[config.mk]
export PLATFORM = sky130hd
export DESIGN_NAME = cpu_core_exec_ctrl
export DESIGN_NICKNAME = d
export VERILOG_FILES = /design/src/rtl/cpu_core_exec_ctrl.sv
export SDC_FILE = /design/constraint.sdc
export NUM_CORES = 1
export LEC_CHECK = 0
export ABC_CLOCK_PERIOD_IN_PS = 3700
export CORE_MARGIN = 2
export CORE_UTILIZATION = 25
export CTS_CLUSTER_DIAMETER = 60
export CTS_CLUSTER_SIZE = 28
export DETAILED_ROUTE_END_ITERATION = 7
export DONT_BUFFER_PORTS = 1
export PLACE_DENSITY_LB_ADDON = 0.08
export SKIP_LAST_GASP = 1
export SYNTH_ARGS = -nofsm -noshare
export SYNTH_HDL_FRONTEND = slang
export SYNTH_SLANG_ARGS = --single-unit
export TNS_END_PERCENT = 100
[constraint.sdc]
create_clock -name s_axi_aclk -period 3.7 [get_ports s_axi_aclk]
set_input_delay 0.37 -clock s_axi_aclk [delete_from_list [all_inputs] [get_ports s_axi_aclk]]
set_output_delay 0.37 -clock s_axi_aclk [all_outputs]
set_load 0.03 [all_outputs]
[src/rtl/cpu_core_exec_ctrl.sv]
// Execution sequencer: holds the core in reset, then runs, halts or steps it
// by gating the core clock enable, with PC breakpoint and cycle counter.
module cpu_core_exec_ctrl #(
    parameter int RST_CYCLES = 16,
    parameter int CNT_WIDTH  = 32
) (
    input  logic                 s_axi_aclk,
    input  logic                 s_axi_aresetn,
    input  logic                 cmd_valid,
    output logic                 cmd_ready,
    input  logic [1:0]           cmd_op,
    input  logic [CNT_WIDTH-1:0] cmd_arg,
    input  logic                 bp_en,
    input  logic [31:0]          bp_addr,
    input  logic [31:0]          regpc,
    output logic                 crst,
    output logic                 cen,
    output logic [1:0]           state,
    output logic [1:0]           halt_cause,
    output logic [CNT_WIDTH-1:0] cycle_cnt
);

    typedef enum logic [1:0] {
        ST_RST    = 2'd0,
        ST_HALTED = 2'd1,
        ST_RUN    = 2'd2,
        ST_STEP   = 2'd3
    } state_t;

    localparam logic [1:0] OP_RESET = 2'd0;
    localparam logic [1:0] OP_RUN   = 2'd1;
    localparam logic [1:0] OP_HALT  = 2'd2;
    localparam logic [1:0] OP_STEP  = 2'd3;

    localparam logic [1:0] CAUSE_NONE = 2'd0;
    localparam logic [1:0] CAUSE_STEP = 2'd1;
    localparam logic [1:0] CAUSE_BP   = 2'd2;

    localparam int RW = $clog2(RST_CYCLES + 1);
    localparam logic [RW-1:0] RST_LOAD = RW'(RST_CYCLES);
    localparam logic [RW-1:0] RST_LAST = RW'(1);
    localparam logic [CNT_WIDTH-1:0] CNT_ONE = CNT_WIDTH'(1);

    state_t               state_q, state_d;
    logic [RW-1:0]        rst_cnt_q, rst_cnt_d;
    logic                 crst_q, crst_d;
    logic [1:0]           cause_q, cause_d;
    logic [CNT_WIDTH-1:0] cnt_q, cnt_d;
    logic [CNT_WIDTH-1:0] step_q, step_d;
    logic                 skip_q, skip_d;

    logic active;
    logic bp_hit;
    logic acc;
    logic halt_req;

    assign active    = (state_q == ST_RUN) || (state_q == ST_STEP);
    assign bp_hit    = active && bp_en && (regpc == bp_addr) && !skip_q;
    assign cen       = active && !bp_hit;
    assign acc       = cmd_valid && (state_q != ST_RST);
    assign halt_req  = acc && (cmd_op == OP_HALT);
    assign cmd_ready = (state_q != ST_RST);

    always_comb begin
        state_d   = state_q;
        rst_cnt_d = rst_cnt_q;
        cause_d   = cause_q;
        cnt_d     = cnt_q;
        step_d    = step_q;
        skip_d    = skip_q;

        if (cen) begin
            cnt_d  = cnt_q + CNT_ONE;
            skip_d = 1'b0;
        end

        unique case (state_q)
            ST_RST: begin
                rst_cnt_d = rst_cnt_q - RST_LAST;
                if (rst_cnt_q == RST_LAST)
                    state_d = ST_HALTED;
            end
            ST_HALTED: begin
                if (acc) begin
                    unique case (1'b1)
                        cmd_op == OP_RUN: begin
                            state_d = ST_RUN;
                            cause_d = CAUSE_NONE;
                            skip_d  = 1'b1;
                        end
                        cmd_op == OP_STEP: begin
                            if (cmd_arg == '0) begin
                                cause_d = CAUSE_STEP;
                            end else begin
                                state_d = ST_STEP;
                                step_d  = cmd_arg;
                                cause_d = CAUSE_NONE;
                                skip_d  = 1'b1;
                            end
                        end
                        default: ;
                    endcase
                end
            end
            ST_RUN: begin
                if (bp_hit) begin
                    state_d = ST_HALTED;
                    cause_d = CAUSE_BP;
                end else if (halt_req) begin
                    state_d = ST_HALTED;
                    cause_d = CAUSE_NONE;
                end
            end
            ST_STEP: begin
                if (cen)
                    step_d = step_q - CNT_ONE;
                if (bp_hit) begin
                    state_d = ST_HALTED;
                    cause_d = CAUSE_BP;
                end else if (halt_req) begin
                    state_d = ST_HALTED;
                    cause_d = CAUSE_NONE;
                end else if (cen && step_q == CNT_ONE) begin
                    state_d = ST_HALTED;
                    cause_d = CAUSE_STEP;
                end
            end
            default: state_d = ST_RST;
        endcase

        // RESET op overrides everything, including a run/step in flight
        if (acc && cmd_op == OP_RESET) begin
            state_d   = ST_RST;
            rst_cnt_d = RST_LOAD;
            cause_d   = CAUSE_NONE;
            cnt_d     = '0;
            step_d    = '0;
            skip_d    = 1'b0;
        end

        crst_d = (state_d == ST_RST);
    end

    always_ff @(posedge s_axi_aclk) begin
        if (!s_axi_aresetn) begin
            state_q   <= ST_RST;
            rst_cnt_q <= RST_LOAD;
            crst_q    <= 1'b1;
            cause_q   <= CAUSE_NONE;
            cnt_q     <= '0;
            step_q    <= '0;
            skip_q    <= 1'b0;
        end else begin
            state_q   <= state_d;
            rst_cnt_q <= rst_cnt_d;
            crst_q    <= crst_d;
            cause_q   <= cause_d;
            cnt_q     <= cnt_d;
            step_q    <= step_d;
            skip_q    <= skip_d;
        end
    end

    assign crst       = crst_q;
    assign state      = state_q;
    assign halt_cause = cause_q;
    assign cycle_cnt  = cnt_q;

endmodule

# [Word level (Yosys, flattened, before mapping)]
# Index checks and enable logic that the tools add are counted.
# Widths: inputs -> output; s select.
[totals] input_bits=102 wordCells=78 reg_bits=75
[classes] add_sub_neg=3 bitwise_logic=1 eq_ne=16 n_reduce_logical=21 n_mux=30
[ops] op="$mux 32" count=4
[ops] op="$pmux 32 s2" count=1
[ops] op="$add 32x1->32 const B" count=1
[ops] op="$eq 32x1->1 const B" count=1
[ops] op="$eq 32x32->1" count=1
[ops] op="$logic_not 32->1" count=1
[ops] op="$sub 32x1->32 const B" count=1
[ops] op="$mux 2" count=15
[ops] op="$reduce_and 5->1" count=2
[ops] op="$eq 2x2->1 const B" count=4
[ops] op="$logic_and 1x1->1" count=8
[ops] op="$ne 2x2->1 const B" count=4
[ops] op="$pmux 2 s2" count=2
[ops] op="$pmux 2 s4" count=1
[ops] op="$logic_not 2->1" count=3
[ops] op="$ne 3x3->1 const B" count=2
[ops] op="$pmux 2 s3" count=1
[ops] op="$eq 5x1->1 const B" count=1
[ops] op="$mux 1" count=5
[ops] op="$sub 5x1->5 const B" count=1
[ops] op="$eq 2x1->1 const B" count=2
[ops] op="$ne 4x3->1 const B" count=1
[ops] op="$reduce_bool 2->1" count=2
[ops] op="$reduce_bool 3->1" count=1
[ops] op="other kinds (5)" count=6

# [Depth between registers and ports, before layout]
# Gate-level depths: netlist of the first run.
[logic_depth] ltp_word=14 ltp_mapped=9 mapped_depth_nobuf=7

# [Worst setup path before layout of the first run]
# No wires, ideal clock.
[synth_timing] kind="register to register" startpoint="register state_q[1], in the netlist state[1]" endpoint="register cnt_q[10], in the netlist cycle_cnt[10]" setup_ns=0.132 path_stages_with_launch=8 t_arrival_ns=2.422 period_less_slack_ns=2.554 required_ns=3.568 slack_ns=1.146 cell_sequence="dfxtp_1 -> clkbuf_1 -> nor2_1 -> o41ai_1 -> clkbuf_8 -> buf_2 -> buf_1 -> a21oi_1"
[synth_via] elab_chain_cells=7
[synth_rtl] element="from (decl)" line="44" text="state_t state_q, state_d;"
[synth_rtl] element="from (signal assigned)" line="154" text="state_q <= state_d;"
[synth_rtl] element="$eq 2x2->1" line="57" text="assign active = (state_q == ST_RUN) || (state_q == ST_STEP);"
[synth_rtl] element="$logic_or 1x1->1" line="57"
[synth_rtl] element="$logic_and 1x1->1 (3 in series)" line="58" text="assign bp_hit = active && bp_en && (regpc == bp_addr) && !skip_q;"
[synth_rtl] element="$logic_not 1->1" line="59" text="assign cen = active && !bp_hit;"
[synth_rtl] element="$logic_and 1x1->1" line="59"
[synth_rtl] element="to (signal assigned)" line="158" text="cnt_q <= cnt_d;"
[synth_rtl] element="to (decl)" line="48" text="logic [CNT_WIDTH-1:0] cnt_q, cnt_d;"
# Several ways; a longest one is shown, not always the timed one.
# A chain may end at the register's enable or synchronous reset.

# [Worst setup path after layout of the first run]
[layout_timing] startpoint="register cnt_q[3], in the netlist cycle_cnt[3]" endpoint="register cnt_q[27], in the netlist cycle_cnt[27]"
[layout_via] elab_chain_cells=1
[layout_rtl] element="$add 32x1->32" line="73" text="cnt_d = cnt_q + CNT_ONE;"
# Every way passes these cells.

==> summary by stage, run 1 <==
Run status
The run finished with clean final reports.

Clocking
After clock tree synthesis, the clock-pin slew on the worst setup and hold paths is 0.07 ns. The TritonCTS clock tree is yes. The hold-fix buffer count after cts is 0. The later-pin clock latency in the skew report is 0.35 ns. Counting every sink on the clock net gives 75. The quantity of gates resized following cts is 0. The maximum buffer depth of the clock tree is 2. The number of buffers created by CTS is 9. The tree is rooted in a clkbuf_16. The H-tree depth is 3. Post-CTS timing repair inserted 0 buffers for setup.

Pwr
The share of total power dissipated in sequential elements is 42.7%. The portion of total power attributed to combinational logic is 11.7%. The switching share of power is 27.74%.

The worst vdd rail ir drop is around 0.21 mV. In this run, the clock network consumes 45.6% of the power. In this run the power spent charging and discharging nets is about 560 uW. The leakage power figure is between 0.0015 and 0.002 uW. The power density over the cells is 366.0 nW/um^2.

The internal power of the cells totals around 1500 uW.

Worst setup path
The worst register-to-register path ends at cycle_cnt[27]. The worst setup path endpoint is cycle_cnt[27]. The arrival time of the worst setup path is between 3 and 4 ns. The critical path required time is 3.99 ns. The launching point of the worst reg2reg path is cycle_cnt[3]. Counting cells, the worst reg-to-reg path comes to 6. Across all register-to-register paths, the minimum setup slack is 0.82 ns. In this run the worst setup path begins at cycle_cnt[3].

The kind of launch point of the worst setup path is a flop. The classification of the worst setup path is flop to flop. Along the worst path, the maximum fanout reaches 8.

The category of the worst setup path capture point is a flop.

Timing
The final count of hold timing violations is 0. The final cycle utilization of the critical path is 77.81%. The number of failing setup endpoints in the final timing report is 0. The number of pins with negative max-slew slack in the final report is 0.

The post-layout minimum cycle time is ~2.9 ns. The maximum operating frequency is 347.3 MHz. The slew of the pin with the lowest slew margin is between 0.7 and 0.8 ns. The worst-case headroom to the max-slew limit is 49.01%. The aggregate negative setup slack is 0 ns.

Setup repair after global routing left no endpoint under its margin. The tightest hold path in the finished design has a slack of 0.1695 ns. Clock skew on the completed layout was measured at 0.01216 ns.

Logic synthesis
Of all flip-flops after synthesis, the portion carrying an async set or reset was 0%. During synthesis, Yosys emitted a total of 0 warnings. The main combinational cell family by area after synthesis is simple AND/OR/NAND/NOR gates.

The sequential element share of the synthesized area is a little under a third. Counting flops with a built-in enable in the synthesized netlist gives 0. The top cell type by total area after synthesis is dfxtp_1. The synthesized netlist net count is 736. In the post-synthesis netlist, the cell with the most instances is dfxtp_1. By area the synthesized netlist is led by dfxtp_1 30%, xor2_1 5.7%, nand2_1 5.2%. The area share of the largest cell type after synthesis is 30.39%.

The average instance area after synthesis is between 7 and 8 sq um. The synthesized netlist occupies a cell area of 4941 sq um. The number of distinct library cell variants in the gate-level netlist after synthesis is 68. The mux share of post-synthesis cell area is 0.6077%. The basic-gate share of the synthesized area counting and, or, nand and nor cells is between 30% and 40%.

Among all flip-flop cells after synthesis, the most frequent one is dfxtp_1. The commonest cells after synthesis are 75 x dfxtp_1, 68 x nand2_1, 44 x nor2_1, 42 x a21oi_1, 33 x clkbuf_1. The compound-cell area share of the yosys netlist is 25.12%. The fraction of the mapped netlist area in adder cells is 1.266%. Synthesis produced a netlist whose cell count is 629. The synthesized-area fraction occupied by xor and xnor cells is 6.736%. Synthesis inferred 75 register bits.

Global routing
The number of antenna violations at the first check in global routing is 0. The first global-routing pass estimated 27.22 mm of wire. The global router's overall resource usage is between 10% and 20%. The number of global-route vias before repair is between 4000 and 5000. The overflow left after global routing is 0. The largest net degree at the start of global routing is 44.

Drt
The total wire length is 17.41 mm. The via count is 4871. The number of design rule violations left after detail routing is 0. The remaining antenna violation count after routing is 0.

The final routed wire length divided by cell count is 19.78 um. The number of design-rule violations left by the first detailed-router iteration is approximately 230. Using the TritonRoute via totals, the vias-per-cell ratio works out to 5.535.

For this run, the detailed router's first-pass iteration total came to 5.

Placement
The placed wire-length estimate is 12.25 mm. The total of buffers placed on input and output ports is 0. The final estimated routing congestion in global placement is between 0.8 and 0.9.

Floorplan
The placeable core area is 19400 sq um. The cell row count is 51. The vertical die dimension is 144.6 um. The horizontal extent of the die is 144.6 um. The die footprint is 20900 sq um. The initial utilization of the core area, before any placement, comes to 25.47%.

The boundary pin count is 141.

Cells and area
The synthesis-to-layout area growth is 10.99%. In the final design database the tool counted 717 nets. 0 antenna diodes ended up in the layout. Cells with a size suffix above 1 make up 7.967% of the layout.

Min path
The tightest min-delay check is of the primary input to flop type.

Run
The number of max-cap violations is 0.
layer usage:
layer	vias to the layer above	part of all wire, %	GRT usage [%]	wire length (um)
met5	-	0	0	0
met4	0	1.8	5.314	318
met3	18	5.1	3.940	894
met2	107	48	28.29	8422
met1	2366	45	21.38	7775
li1	2380	-	-	-
state kept, by name, indices dropped and copies added (netlist names):
register and count:
halt_cause 2, state 2, rst_cnt_q 5, cycle_cnt 32, skip_q 1, crst 1
step_q 32
cells by family (layout without fill, tap and decap cells):
family	count (synthesis)	count (layout)
fa+ha+maj	5	5
flops	75	75
compound gates	176	176
simple gates	276	276
buf+inv	56	42
xor+xnor	38	38
mux	3	3
cell usage in the layout (no fill, tap or decap), types with 6 or more instances in the layout:
cell type,count
and2_1,11
nor3_1,16
xnor2_1,6
nand3_1,20
o21ai_0,19
nand4_1,19
dfxtp_1,74
a21oi_1,42
nor4_1,30
o21a_1,8
nand2_1,68
or3_1,9
buf_4,15
a211oi_1,6
xor2_1,32
or4_1,22
inv_1,11
o211ai_1,20
o41ai_1,7
o31ai_1,32
nor2_1,44
clkbuf_16,9
stage by stage:
stage          total power [uW]  setup WS [ns]  area [sq um]  std cells  utilization, %
2_1_floorplan              1057          1.146          4941        629               -
3_3_place_gp               1109         0.7093          5184        864           26.72
3_5_place_dp               1110         0.6737          5184        864           26.72
4_1_cts                    2041         0.8452          5484        880           28.27
5_1_grt                    2104         0.6632          5484        880           28.27
6_report                   2007         0.8210          5484        880           28.27
final cells by class:
class	count	area (sq um)
clock buffers	9	225.2
clock inverters	7	75.07
fillers	2159	13910
inverters	11	41.29
multi-input cells	498	3196
flip-flops and latches	75	1503
well taps	265	331.6
repair buffers	15	112.6
power groups by stage:
stage                     clock, uW  sequential, uW  combinational, uW
final                           916             857                234
after global routing            980             861                264
after CTS                       948             857                236
after detailed placement          0             875                235
after global placement            0             876                234
after floorplan                   0             873                184
critical path, cell delays in order (launching register included):
cell and delay [ns]:
dfxtp_1 0.62, and4_1 0.33, nand3_1 0.21, nor4_1 0.74, o31ai_1 0.36, or4_1 0.49, nand2_1 0.08
worst min-delay path by stage:
stage | startpoint | to | slack, ns | cells past startpoint
2_1_floorplan | step_q[25] | step_q[25] | 0.44 | 2
3_3_place_gp | step_q[28] | step_q[28] | 0.46 | 2
3_5_place_dp | step_q[28] | step_q[28] | 0.47 | 2
4_1_cts | cmd_arg[0] | step_q[0] | 0.16 | 2
5_1_grt | cmd_arg[0] | step_q[0] | 0.17 | 2
6_report | cmd_arg[0] | step_q[0] | 0.17 | 2
(Power assumes the default switching activity.)
==> run 2, diff against run 1 <==
--- a/config.mk
+++ b/config.mk
@@ -5,7 +5,7 @@
 export SDC_FILE = /design/constraint.sdc
 export NUM_CORES = 1
 export LEC_CHECK = 0
-export ABC_CLOCK_PERIOD_IN_PS = 3700
+export ABC_CLOCK_PERIOD_IN_PS = 2350
 export CORE_MARGIN = 2
 export CORE_UTILIZATION = 25
 export CTS_CLUSTER_DIAMETER = 60
==> constraint.sdc (replaced) <==
create_clock -name s_axi_aclk -period 2.35 [get_ports s_axi_aclk]
set_input_delay 0.235 -clock s_axi_aclk [delete_from_list [all_inputs] [get_ports s_axi_aclk]]
set_output_delay 0.235 -clock s_axi_aclk [all_outputs]
set_load 0.03 [all_outputs]
==> run 2 against run 1 <==
  * Sequential power up 58%
  * Design area grew 11%
  * Register-to-register slack got worse by 0.78 ns
  * Clock power grew 62%
  * Sequential cell count is the same
==> summary by stage, run 2 (same netlist as run 1, synthesis figures left out) <==
Cells and area
The leading cell type in the layout, fill and taps excluded is buf_4. The synthesis-to-layout area growth is 22.89%. The summed area of non-filler cells in the final layout came to 6072 sq um (+11%).

The share of final-layout standard cells stronger than drive strength 1 is 17.65% (+9.7 points). The filler-free cell count of the finished design is 945 (+7.4%). The net total in the final layout is 782 (+9.1%). The antenna cell count is 0 (unchanged). In the layout the commonest cells are 76 x buf_4, 73 x dfxtp_1, 68 x nand2_1.

Pwr
The total power was 3246 uW (+62%). The net switching power is 875.8 uW (+57%). The internal portion of total power is 2370 uW (+63%).

The switching share of power came to 26.98% (-0.76 points). The leakage power figure is 0.002235 uW (+20%). The part of the total power dissipated in the clock network came to 45.7% (about the same). The worst vdd rail ir drop was 0.2487 mV (+20%). The sequential cell fraction of total power is 41.6% (-1.1 points). The power density over the cells is 534.6 nW/um^2 (+46%).

The portion of total power attributed to combinational logic is 12.7% (+1.0 points).

Global routing
The number of antenna violations at the first check in global routing came to 0 (unchanged). The number of global-route vias before repair is 5232 (+10%). The overflow left after global routing was 0 (unchanged). The global router's overall resource usage was 18.19% (+1.3 points).

The wire length of the first global-routing pass was 28.98 mm (+6.5%). The largest net degree at the start of global routing came to 60 (+36%).

Worst setup path
The worst register-to-register path begins at step_q[28]. STA classifies the critical path endpoint as a flop. The top fanout value on the critical path is 2 (-6). In this run the worst setup path begins at step_q[28].

The critical path ends at halt_cause[0]. The worst-case register-to-register setup slack came to 0.04 ns (-0.78 ns). The worst setup path is launched from a flop. The end of the worst register-to-register path is halt_cause[0]. The arrival time of the worst setup path is 2.57 ns (-0.60 ns). The setup path with the least slack is of type flop to flop.

The critical path required time is 2.60 ns (-1.39 ns). The length in cells of the worst reg-to-reg path was 5 (-1).

Drt
The number of design-rule violations left by the first detailed-router iteration is 414 (+82%). The top routing layer in use is met4. The final routed wire length divided by cell count is 19.80 um (about the same). The total routed wire length on the met1 layer is 8.359 mm (+7.5%). The via count is 5196 (+6.7%). The total iterations of the first detailed-routing run came to 5 (unchanged). The remaining antenna violation count after routing is 0 (unchanged). The total wire length was 18.71 mm (+7.5%).

The detailed route wirelength on metal2 was 8.688 mm (+3.2%). The detailed-routed wire length on met3 came to 1.375 mm (+54%). The number of design rule violations left after detail routing is 0 (unchanged). The number of vias per cell after detailed routing is 5.498 (-0.67%).

Placement
The placed wire-length estimate was 13.69 mm (+12%). The final estimated routing congestion in global placement is 0.8223 (+2.6%). The total placed instance area is 5746 sq um (+11%). The placed instance count was 929 (+7.5%). The total of buffers placed on input and output ports is 0 (unchanged).

Run
The number of max-cap violations came to 0 (unchanged).

Floorplan
The die footprint was 20900 sq um (unchanged). The placeable core area came to 19400 sq um (unchanged). The cell row count is 51 (unchanged).

The horizontal extent of the die is 144.6 um (unchanged). The boundary pin count is 141 (unchanged). The effective utilization at floorplan is 25.47% (unchanged). The vertical die dimension came to 144.6 um (unchanged).

Clocking
The H-tree depth was 3 (unchanged). TritonCTS built the clock tree. The CTS sink count is 75 (unchanged).

The clock slew at the register clock pins of the worst setup and hold paths is 0.06 ns (about the same). The maximum buffer depth of the clock tree is 2 (unchanged). The number of buffers created by CTS is 9 (unchanged).

The later-pin clock latency in the skew report is 0.34 ns (about the same). The clock root buffer is clkbuf_16.

Timing
The number of failing setup endpoints in the final timing report is 0 (unchanged). The slew of the pin with the lowest slew margin was 0.7840 ns (+0.02617 ns). The aggregate negative setup slack came to 0 ns (unchanged). The post-layout minimum cycle time is 2.311 ns (-0.5677 ns). The number of pins with negative max-slew slack in the final report came to 0 (unchanged). The largest clock skew in the final design came to 0.006608 ns (-0.005554 ns).

The final-layout worst hold slack came to 0.04971 ns (-0.1198 ns). The worst-case headroom to the max-slew limit is 47.28% (-1.7 points). Setup repair after global routing could not meet its margin everywhere. The final cycle utilization of the critical path is 98.36% (+21 points). The final count of hold timing violations was 0 (unchanged). The maximum operating frequency was 432.6 MHz (+25%).

Min path
In this run the most critical hold path is launched from cmd_arg[0]. The type of the tightest min-delay check is primary input to flop.

Run status
The flow ran to the end, and the final reports show no timing, DRC or antenna violations.
[run 2: metrics by stage]
stage	setup WS [ns]	utilization [%]
2_1_floorplan	0.009427	-
3_3_place_gp	-0.0002287	29.62
3_5_place_dp	-0.03515	29.62
4_1_cts	0.003528	31.23
5_1_grt	-0.02964	31.30
6_report	0.03864	31.30
[run 2: layer usage]
| layer | GRT usage, % | vias to the layer above |
|---|---|---|
| met5 | 0 | - |
| met4 | 6.132 | 0 |
| met3 | 3.907 | 19 |
| met2 | 30.03 | 198 |
| met1 | 23.53 | 2467 |
| li1 | - | 2512 |
[run 2: cell type report]
type / count / area [sq um]
Clock buffer: 11 / 252.7
Sequential cell: 75 / 1504
Fill cell: 2090 / 13330
Inverter: 11 / 41.29
Clock inverter: 5 / 60.06
Multi-Input combinational cell: 498 / 3232
Timing Repair Buffer: 80 / 650.6
Tap cell: 265 / 331.6
[run 2: power groups by stage]
| stage | clock network [uW] | registers [uW] | logic, uW |
|---|---|---|---|
| floorplan | 0 | 1380 | 291 |
| global placement | 0 | 1380 | 407 |
| detailed placement | 0 | 1380 | 412 |
| CTS | 1530 | 1350 | 412 |
| global route | 1560 | 1360 | 461 |
| finish | 1480 | 1350 | 411 |
[run 2: worst min path at each step]
stage               slack [ns]  depth (start not counted)        end
floorplan                 0.40                          2  step_q[0]
global placement          0.40                          2  step_q[0]
detailed placement        0.41                          2  step_q[0]
CTS                       0.04                          2  step_q[0]
global route              0.07                          2  step_q[0]
finish                    0.05                          2  step_q[0]
[run 2: what timing repair did]
item	4_1_cts	5_1_grt
gates cloned	0	0
hold buffers	0	0
pin swaps	2	1
resized for setup	0	5
setup buffers	0	0
endpoints found under the setup margin	3	6
[run 2: critical path, stage by stage (launching register included)]
cell and delay (ns):
dfxtp_2 0.32, or3_4 0.38, or4_4 0.44, or4_4 0.46
a221o_1 0.36, a311oi_2 0.27
